### src/rtl/riscv_pkg.sv
// Shared RISC-V front-end definitions: the canonical NOP, the default boot
// address and the fetch-stage state encoding.
package riscv_pkg;

  localparam logic [31:0] NOP_INST         = 32'h0000_0013;
  localparam logic [31:0] DEFAULT_RESET_PC = 32'h0000_0000;

  typedef enum logic {
    RUN  = 1'b0,
    HALT = 1'b1
  } fetch_state_e;

endpackage

### src/rtl/ifetch.sv
// Instruction-fetch stage: owns the PC, pairs the memory's 1-cycle registered
// read data with its address and hands the pair to decode via valid/ready.
module ifetch
  import riscv_pkg::*;
#(
  parameter int                  PC_WIDTH   = 32,
  parameter int                  INST_WIDTH = 32,
  parameter logic [PC_WIDTH-1:0] RESET_PC   = DEFAULT_RESET_PC[PC_WIDTH-1:0]
) (
  input  logic                  clk,
  input  logic                  rst_n,
  output logic [PC_WIDTH-1:0]   imem_pc,
  input  logic [INST_WIDTH-1:0] imem_inst,
  input  logic                  redirect_valid,
  input  logic [PC_WIDTH-1:0]   redirect_pc,
  output logic                  id_valid,
  input  logic                  id_ready,
  output logic [PC_WIDTH-1:0]   id_pc,
  output logic [INST_WIDTH-1:0] id_inst,
  output logic                  id_misaligned,
  output logic [31:0]           fetch_count
);

  logic [PC_WIDTH-1:0] pc_q;
  logic [PC_WIDTH-1:0] resp_pc_q;
  logic                resp_valid_q;
  fetch_state_e        state;

  logic                stall;
  logic [PC_WIDTH-1:0] pc_inc;

  assign stall = resp_valid_q & ~id_ready;

  // Before the first response exists (only right after reset) re-issue
  // resp_pc_q, which holds RESET_PC, so the first fetch hits the boot address.
  always_comb begin
    imem_pc = pc_q;
    if (redirect_valid)
      imem_pc = redirect_pc;
    else if (stall || state == HALT || !resp_valid_q)
      imem_pc = resp_pc_q;
  end

  assign pc_inc = imem_pc + PC_WIDTH'(4);

  assign id_valid      = resp_valid_q & ~redirect_valid;
  assign id_pc         = resp_pc_q;
  assign id_misaligned = |resp_pc_q[1:0];
  assign id_inst       = id_misaligned ? NOP_INST[INST_WIDTH-1:0] : imem_inst;

  always_ff @(posedge clk or negedge rst_n) begin
    if (!rst_n) begin
      pc_q         <= RESET_PC + PC_WIDTH'(4);
      resp_pc_q    <= RESET_PC;
      resp_valid_q <= 1'b0;
      state        <= RUN;
      fetch_count  <= 32'd0;
    end else begin
      resp_pc_q <= imem_pc;
      if (id_valid && id_ready)
        fetch_count <= fetch_count + 32'd1;

      if (redirect_valid) begin
        pc_q         <= pc_inc;
        resp_valid_q <= 1'b1;
        state        <= (|redirect_pc[1:0]) ? HALT : RUN;
      end else if (state == HALT) begin
        // Hold the misaligned response until decode takes it, then go quiet.
        if (resp_valid_q && id_ready)
          resp_valid_q <= 1'b0;
      end else if (!stall) begin
        pc_q         <= pc_inc;
        resp_valid_q <= 1'b1;
        if (|imem_pc[1:0])
          state <= HALT;
      end
    end
  end

endmodule

### config.mk
export PLATFORM = sky130hd
export DESIGN_NAME = ifetch
export DESIGN_NICKNAME = d
export VERILOG_FILES = /design/src/rtl/riscv_pkg.sv /design/src/rtl/ifetch.sv
export SDC_FILE = /design/constraint.sdc
export NUM_CORES = 1
export LEC_CHECK = 0
export CAP_MARGIN = 20
export CELL_PAD_IN_SITES_DETAIL_PLACEMENT = 1
export CELL_PAD_IN_SITES_GLOBAL_PLACEMENT = 1
export CORE_MARGIN = 2
export CORE_UTILIZATION = 30
export DETAILED_ROUTE_END_ITERATION = 10
export PLACE_DENSITY = 0.78
export SETUP_SLACK_MARGIN = 0.05
export SYNTH_ARGS = -nofsm -noshare
export SYNTH_HDL_FRONTEND = slang
export SYNTH_SLANG_ARGS = --single-unit
### constraint.sdc
create_clock -name clk -period 2.54 [get_ports clk]
set_clock_uncertainty 0.2 [all_clocks]
set_input_delay 0.508 -clock clk [delete_from_list [all_inputs] [get_ports clk]]
set_output_delay 0.508 -clock clk [all_outputs]
set_load 0.03 [all_outputs]
Word level (Yosys, flattened, before mapping)
Index checks and enable logic that the tools add are counted.
{ "totals": {"inputBits": 68, "word_cells": 40, "ff_bits": 98, "out_inout_bits": 130} }
{ "classes": {"n_eq_ne": 4, "n_reduce_logical": 10, "mux": 15, "n_bitwise": 4, "n_addsub": 2} }
{ "ops": {"columns": ["operator", "n"], "rows": [
  ["two-way mux 32 bit", 6],
  ["adder 32 x 1 -> 32 bit (second input constant)", 1],
  ["adder 32 x 3 -> 32 bit (second input constant)", 1],
  ["two-way mux 1 bit", 9],
  ["OR reduction 2 bit", 3],
  ["inequality test 2 bit (second input constant)", 2],
  ["AND reduction 2 bit", 2],
  ["inequality test 3 x 2 -> 1 bit (second input constant)", 1],
  ["inequality test 3 bit (second input constant)", 1],
  ["bitwise AND 1 bit", 2],
  ["logical AND 1 bit", 2],
  ["logical OR 1 bit", 2],
  ["NOT 1 bit", 2],
  ["logical NOT 1 bit", 1]
]} }

Depth between registers and ports, before layout
{ "depth": {"ltp_word": 11, "depth_mapped": 12} }

Worst setup path after synthesis
No wires, ideal clock.
{ "synth_path": {"kind": "input to register", "start": "input port redirect_valid", "end": "register pc_q[30]", "path_stages": 12, "arrival_time_ns": 3.415, "setup_ns": 0.127, "n_path_buf": 5, "setup_slack_ns": -1.203, "cell_sequence": "buf_2 > buf_2 > clkbuf_1 > buf_2 > buf_2 > a21oi_1 > ha_1 > nor3b_1 > nand4_4 > nor3_1 > mux2i_1 > nand3_1"} }
{ "synth_between": {"elab_chain_len": 5} }
{ "synth_lines": {"columns": ["item", "line_no", "text"], "rows": [
  ["from (decl)", "ifetch.sv:14", "input logic redirect_valid,"],
  ["two-way mux 32 bit (*)", "ifetch.sv:38", "if (redirect_valid)"],
  ["via imem_pc[2]", "ifetch.sv:12", "output logic [PC_WIDTH-1:0] imem_pc,"],
  ["adder 32 x 3 -> 32 bit (*)", "ifetch.sv:44", "assign pc_inc = imem_pc + PC_WIDTH'(4);"],
  ["two-way mux 32 bit", "ifetch.sv:71", "end else if (!stall) begin"],
  ["two-way mux 32 bit", "ifetch.sv:67", "end else if (state == HALT) begin"],
  ["two-way mux 32 bit (*)", "ifetch.sv:63", "if (redirect_valid) begin"],
  ["to (signal assigned)", "ifetch.sv:53", "pc_q <= RESET_PC + PC_WIDTH'(4);"],
  ["to (signal assigned)", "ifetch.sv:64", "pc_q <= pc_inc;"],
  ["to (signal assigned)", "ifetch.sv:72", "pc_q <= pc_inc;"],
  ["to (decl)", "ifetch.sv:24", "logic [PC_WIDTH-1:0] pc_q;"]
]} }
Mark *: on every way through the listed nets, which the timed path passes. The rest lies on a longest branch. The select of a mux whose other input is x is not followed.
A chain may end at the register's enable or synchronous reset.

Worst setup path after layout
{ "layout_path": {"start": "register resp_valid_q", "end": "register pc_q[27]"} }
{ "layout_between": {"elab_chain_len": 9} }
{ "layout_lines": {"columns": ["item", "line_no", "text"], "rows": [
  ["from (decl)", "ifetch.sv:26", "logic resp_valid_q;"],
  ["from (signal assigned)", "ifetch.sv:55", "resp_valid_q <= 1'b0;"],
  ["from (signal assigned)", "ifetch.sv:65", "resp_valid_q <= 1'b1;"],
  ["from (signal assigned)", "ifetch.sv:70", "resp_valid_q <= 1'b0;"],
  ["bitwise AND 1 bit", "ifetch.sv:32", "assign stall = resp_valid_q & ~id_ready;"],
  ["logical OR 1 bit (2 in series)", "ifetch.sv:40", "else if (stall || state == HALT || !resp_valid_q)"],
  ["two-way mux 32 bit", "ifetch.sv:40", null],
  ["two-way mux 32 bit", "ifetch.sv:38", null],
  ["adder 32 x 3 -> 32 bit", "ifetch.sv:44", null],
  ["two-way mux 32 bit", "ifetch.sv:71", null],
  ["two-way mux 32 bit", "ifetch.sv:67", null],
  ["two-way mux 32 bit", "ifetch.sv:63", null]
]} }
Parallel ways exist; a longest one is shown, timed or not. The select of a mux whose other input is x is not followed.

==> report_table.html <==
<table>
<tr><th>Metric</th><th>Value</th></tr>
<tr><th colspan="2">Logic synthesis</th></tr>
<tr><td>Biggest area contributors in the synthesized netlist</td><td>sky130_fd_sc_hd__dfrtp_1 (45%), sky130_fd_sc_hd__xnor2_1 (7.0%), sky130_fd_sc_hd__nand2_1 (5.7%)</td></tr>
<tr><td>Number of distinct library cell variants in the gate-level netlist after synthesis</td><td>between 50 and 60</td></tr>
<tr><td>Share of synthesized area occupied by flip-flops and latches</td><td>45.8%</td></tr>
<tr><td>Fraction of synthesized cell area taken by the top area cell type</td><td>between 40 and 50%</td></tr>
<tr><td>Warnings, synthesis</td><td>0</td></tr>
<tr><td>Cell with the most instances after synthesis</td><td>sky130_fd_sc_hd__dfrtp_1</td></tr>
<tr><td>Fraction of registers with async set or reset after synthesis</td><td>between 90% and 100%</td></tr>
<tr><td>EDFF count, synth</td><td>0</td></tr>
<tr><td>Dominant synthesized flop cell</td><td>sky130_fd_sc_hd__dfrtp_1</td></tr>
<tr><td>Flop and latch count out of synthesis</td><td>approximately 100</td></tr>
<tr><td>Post-synthesis area per instance</td><td>9.68 um2</td></tr>
<tr><td>Top cells by instance count after synthesis</td><td>sky130_fd_sc_hd__dfrtp_1 (97), sky130_fd_sc_hd__nand2_1 (81), sky130_fd_sc_hd__xnor2_1 (43)</td></tr>
<tr><td>Count of mapped cells out of synthesis</td><td>around 550</td></tr>
<tr><td>Most area-hungry cell type in the Yosys netlist</td><td>sky130_fd_sc_hd__dfrtp_1</td></tr>
<tr><td>Post-synthesis instance area</td><td>around 5400 um2</td></tr>
<tr><td>Synthesized netlist net count</td><td>roughly 620</td></tr>
<tr><th colspan="2">GRT</th></tr>
<tr><td>Global-route wire length before repair</td><td>around 36 mm</td></tr>
<tr><td>Maximum number of pins on one net before global-route repair</td><td>55</td></tr>
<tr><td>Total Routing Usage GR</td><td>25.4%</td></tr>
<tr><td>Initial antenna violation count</td><td>0</td></tr>
<tr><td>Number of global-route vias before repair</td><td>around 6500</td></tr>
<tr><td>Overflow left after global routing</td><td>0</td></tr>
<tr><th colspan="2">Worst setup path</th></tr>
<tr><td>Arrival time of the worst setup path</td><td>2920 ps</td></tr>
<tr><td>Largest incremental delay on the critical path</td><td>420 ps</td></tr>
<tr><td>Max stage delay cell, worst path</td><td>sky130_fd_sc_hd__dfrtp_2</td></tr>
<tr><td>Kind of launch point of the worst setup path</td><td>register</td></tr>
<tr><td>Crit path max fanout</td><td>7</td></tr>
<tr><td>Most common cell type on the critical path</td><td>sky130_fd_sc_hd__buf_6</td></tr>
<tr><td>Start-to-end type of the worst setup path</td><td>reg -&gt; reg</td></tr>
<tr><td>Critical Path End Type</td><td>register</td></tr>
<tr><td>Cells along the critical path</td><td>buf_6, nand3b_4, buf_6, mux2_4, a221oi_4, nand3_2, buf_4, nor3_4, buf_6, mux2i_4, nand3_2</td></tr>
<tr><td>CP required</td><td>2570 ps</td></tr>
<tr><th colspan="2">Die</th></tr>
<tr><td>Number of standard-cell rows in the floorplan</td><td>48</td></tr>
<tr><td>Die height</td><td>138 um</td></tr>
<tr><td>Area enclosed by the die boundary</td><td>approximately 19000 um2</td></tr>
<tr><td>Ports</td><td>between 150 and 200</td></tr>
<tr><td>Starting utilization of the core area</td><td>around 31%</td></tr>
<tr><td>Area of the placeable core</td><td>roughly 17000 um2</td></tr>
<tr><td>Die Width</td><td>138 um</td></tr>
<tr><th colspan="2">Cells and area</th></tr>
<tr><td>Area of all placed cells without fillers</td><td>between 10000 and 15000 um2</td></tr>
<tr><td>Filler cell count in the final layout</td><td>about 1800</td></tr>
<tr><td>Antenna diode count</td><td>0</td></tr>
<tr><td>Final net count</td><td>1001</td></tr>
<tr><td>Area Overhead vs Synth</td><td>92.1%</td></tr>
<tr><td>Share of cells above drive strength 1</td><td>between 40% and 50%</td></tr>
<tr><th colspan="2">Run status</th></tr>
<tr><td>Violated checks</td><td>setup timing</td></tr>
<tr><td>Status</td><td>complete, but fails checks</td></tr>
<tr><th colspan="2">Routing</th></tr>
<tr><td>Initial detailed-routing violation count</td><td>roughly 300</td></tr>
<tr><td>Number of design rule violations left after detail routing</td><td>0</td></tr>
<tr><td>Vias per cell</td><td>about 5.3</td></tr>
<tr><td>Remaining antenna violation count</td><td>0</td></tr>
<tr><td>First-pass iteration count of the detailed router</td><td>5</td></tr>
<tr><td>Count of vias placed by the detailed router</td><td>roughly 6200</td></tr>
<tr><td>Routed len/inst</td><td>23.9 um</td></tr>
<tr><td>Detailed-route wire length</td><td>~28 mm</td></tr>
<tr><th colspan="2">Placed design</th></tr>
<tr><td>Post-Place Cell Area</td><td>just over 8000 um2</td></tr>
<tr><td>Routability congestion estimate</td><td>between 0.8 and 0.9</td></tr>
<tr><td>Buffers added on ports</td><td>roughly 200</td></tr>
<tr><td>Final HPWL DP</td><td>14.6 mm</td></tr>
<tr><th colspan="2">CTS</th></tr>
<tr><td>Clock Path Buffers</td><td>2</td></tr>
<tr><td>Count of clock tree sinks</td><td>98</td></tr>
<tr><td>Buffer cell driving the clock tree root</td><td>sky130_fd_sc_hd__clkbuf_16</td></tr>
<tr><td>CTS tree</td><td>built</td></tr>
<tr><td># H-tree levels</td><td>3</td></tr>
<tr><td>Clock latency reported for the late side of the worst-skew pair</td><td>between 300 and 400 ps</td></tr>
<tr><td>Clock-pin slew on the worst setup and hold paths</td><td>about 80 ps</td></tr>
<tr><td>Number of clock buffers inserted by TritonCTS</td><td>9</td></tr>
<tr><th colspan="2">Power and ir drop</th></tr>
<tr><td>Total power per unit cell area</td><td>558 nW/um2</td></tr>
<tr><td>Highest ir drop seen on vdd</td><td>around 350 uV</td></tr>
<tr><td>Static Leak</td><td>4.63 nW</td></tr>
<tr><td>Power Total</td><td>0.00575 W</td></tr>
<tr><th colspan="2">STA</th></tr>
<tr><td>Fmax</td><td>approximately 0.35 GHz</td></tr>
<tr><td>Min Tclk post-route</td><td>2890 ps</td></tr>
<tr><td>Setup repair after global routing missed its margin</td><td>yes</td></tr>
<tr><td>Share of the cycle needed by the critical path after routing</td><td>114%</td></tr>
<tr><td>Final Hold Violating Endpoints</td><td>0</td></tr>
<tr><td>Worst Tran Pin Value</td><td>between 400 and 500 ps</td></tr>
<tr><td>Slew headroom</td><td>68.5%</td></tr>
<tr><td>Number of slew-limit violations in the final report</td><td>0</td></tr>
<tr><td>Setup slack of the critical path after layout</td><td>-352 ps</td></tr>
<tr><td>Finish-stage setup viols</td><td>between 50 and 60</td></tr>
<tr><th colspan="2">Flow run</th></tr>
<tr><td>Max Cap Violations</td><td>0</td></tr>
<tr><th colspan="2">Min path</th></tr>
<tr><td>Min-delay worst type</td><td>reg -&gt; reg</td></tr>
</table>
worst max-delay path, delay by kind of cell, from the launching register on:
family | cells | cell delay (ps)
buf+inv | 4 | 640
flops | 1 | 420
compound gates | 1 | 320
simple gates | 4 | 590
mux | 2 | 580
layout make-up:
| cell class | count | area, um2 | share of cell area [%] |
|---|---|---|---|
| sequential | 98 | 2450 | 23.8 |
| clock buffer | 9 | 225 | 2.19 |
| multi-input combinational | 408 | 3450 | 33.5 |
| inverter | 16 | 65.1 | 0.632 |
| clock inverter | 7 | 101 | 0.984 |
| tap | 225 | 282 | 2.73 |
| timing repair buffer | 398 | 3720 | 36.2 |
what timing repair did:
| item | 4_1_cts | 5_1_grt |
|---|---|---|
| buffers inserted | 47 | 40 |
| pin swaps | 57 | 55 |
| endpoints found under the setup margin | 74 | 71 |
| endpoints found under the hold margin | 16 | 0 |
| gates resized for setup | 154 | 88 |
| gates cloned | 3 | 1 |
| hold buffers | 1 | 0 |
placed cells by master (no fill, tap or decap), drive strengths merged, types with 10 or more instances in the layout:
| cell type | n |
|---|---|
| a21oi | 30 |
| xor2 | 11 |
| nor2 | 20 |
| nor2b | 14 |
| and4b | 10 |
| inv | 18 |
| xnor2 | 43 |
| clkbuf | 10 |
| nand2 | 81 |
| o21ai | 37 |
| clkdlybuf4s50 | 129 |
| a211oi | 10 |
| nand3 | 19 |
| dfrtp | 97 |
| and2 | 32 |
| nand4 | 13 |
| and3 | 10 |
| mux2i | 17 |
| buf | 262 |
| nor4 | 13 |
metrics by stage:
stage / std cells / setup TNS, ps / setup slack, ps / hold WS [ps] / utilization [%]
6_report: 1161 / -9750 / -352 / 286 / 59.3
4_1_cts: 1124 / -5050 / -185 / 281 / 55.4
3_3_place_gp: 1059 / -33460 / -763 / 200 / 47.9
5_1_grt: 1161 / -14510 / -426 / 315 / 59.3
2_1_floorplan: 554 / -8520 / -451 / 12.4 / -
3_5_place_dp: 1059 / -38410 / -836 / 212 / 47.9
logic make-up after synthesis:
group / Yosys count / share of synthesized area (%)
simple gates: 243 / 26.3
compound gates: 90 / 10.4
buf+inv: 48 / 4.39
fa+ha+maj: 2 / 0.467
mux: 19 / 3.90
flops: 98 / 45.8
xor+xnor: 54 / 8.82
final timing paths:
check,startpoint,end,depth (start not counted),slack [ps]
min in group asynchronous,rst_n,id_pc[7],2,370
max,resp_valid_q,pc_q[27],11,-350
min reg2reg,pc_q[0],pc_q[0],2,290
max reg2reg,resp_valid_q,pc_q[27],11,-350
max in group asynchronous,rst_n,fetch_count[17],3,1080
min,pc_q[0],pc_q[0],2,290
flip-flops by register name, summed over array words and instances, names as in the netlist:
signal        count
resp_valid_q      1
pc_q             32
state             1
fetch_count      32
id_pc            32
power breakdown:
group / switching, W / internal (W) / leakage [nW]
Sequential: 0.000224 / 0.00174 / 1.21
Clock: 0.000719 / 0.000874 / 0.153
Combinational: 0.00118 / 0.00101 / 3.26
Total: 0.00213 / 0.00362 / 4.63
routing by layer:
metal | wire length, um | GRT usage [%] | up-vias
li1 | - | - | 2655
met1 | 10300 | 29.0 | 3108
met2 | 14200 | 45.7 | 326
met3 | 1930 | 4.27 | 95
met4 | 1290 | 12.7 | 0
met5 | 0 | 0 | -
(Power assumes the default switching activity.)
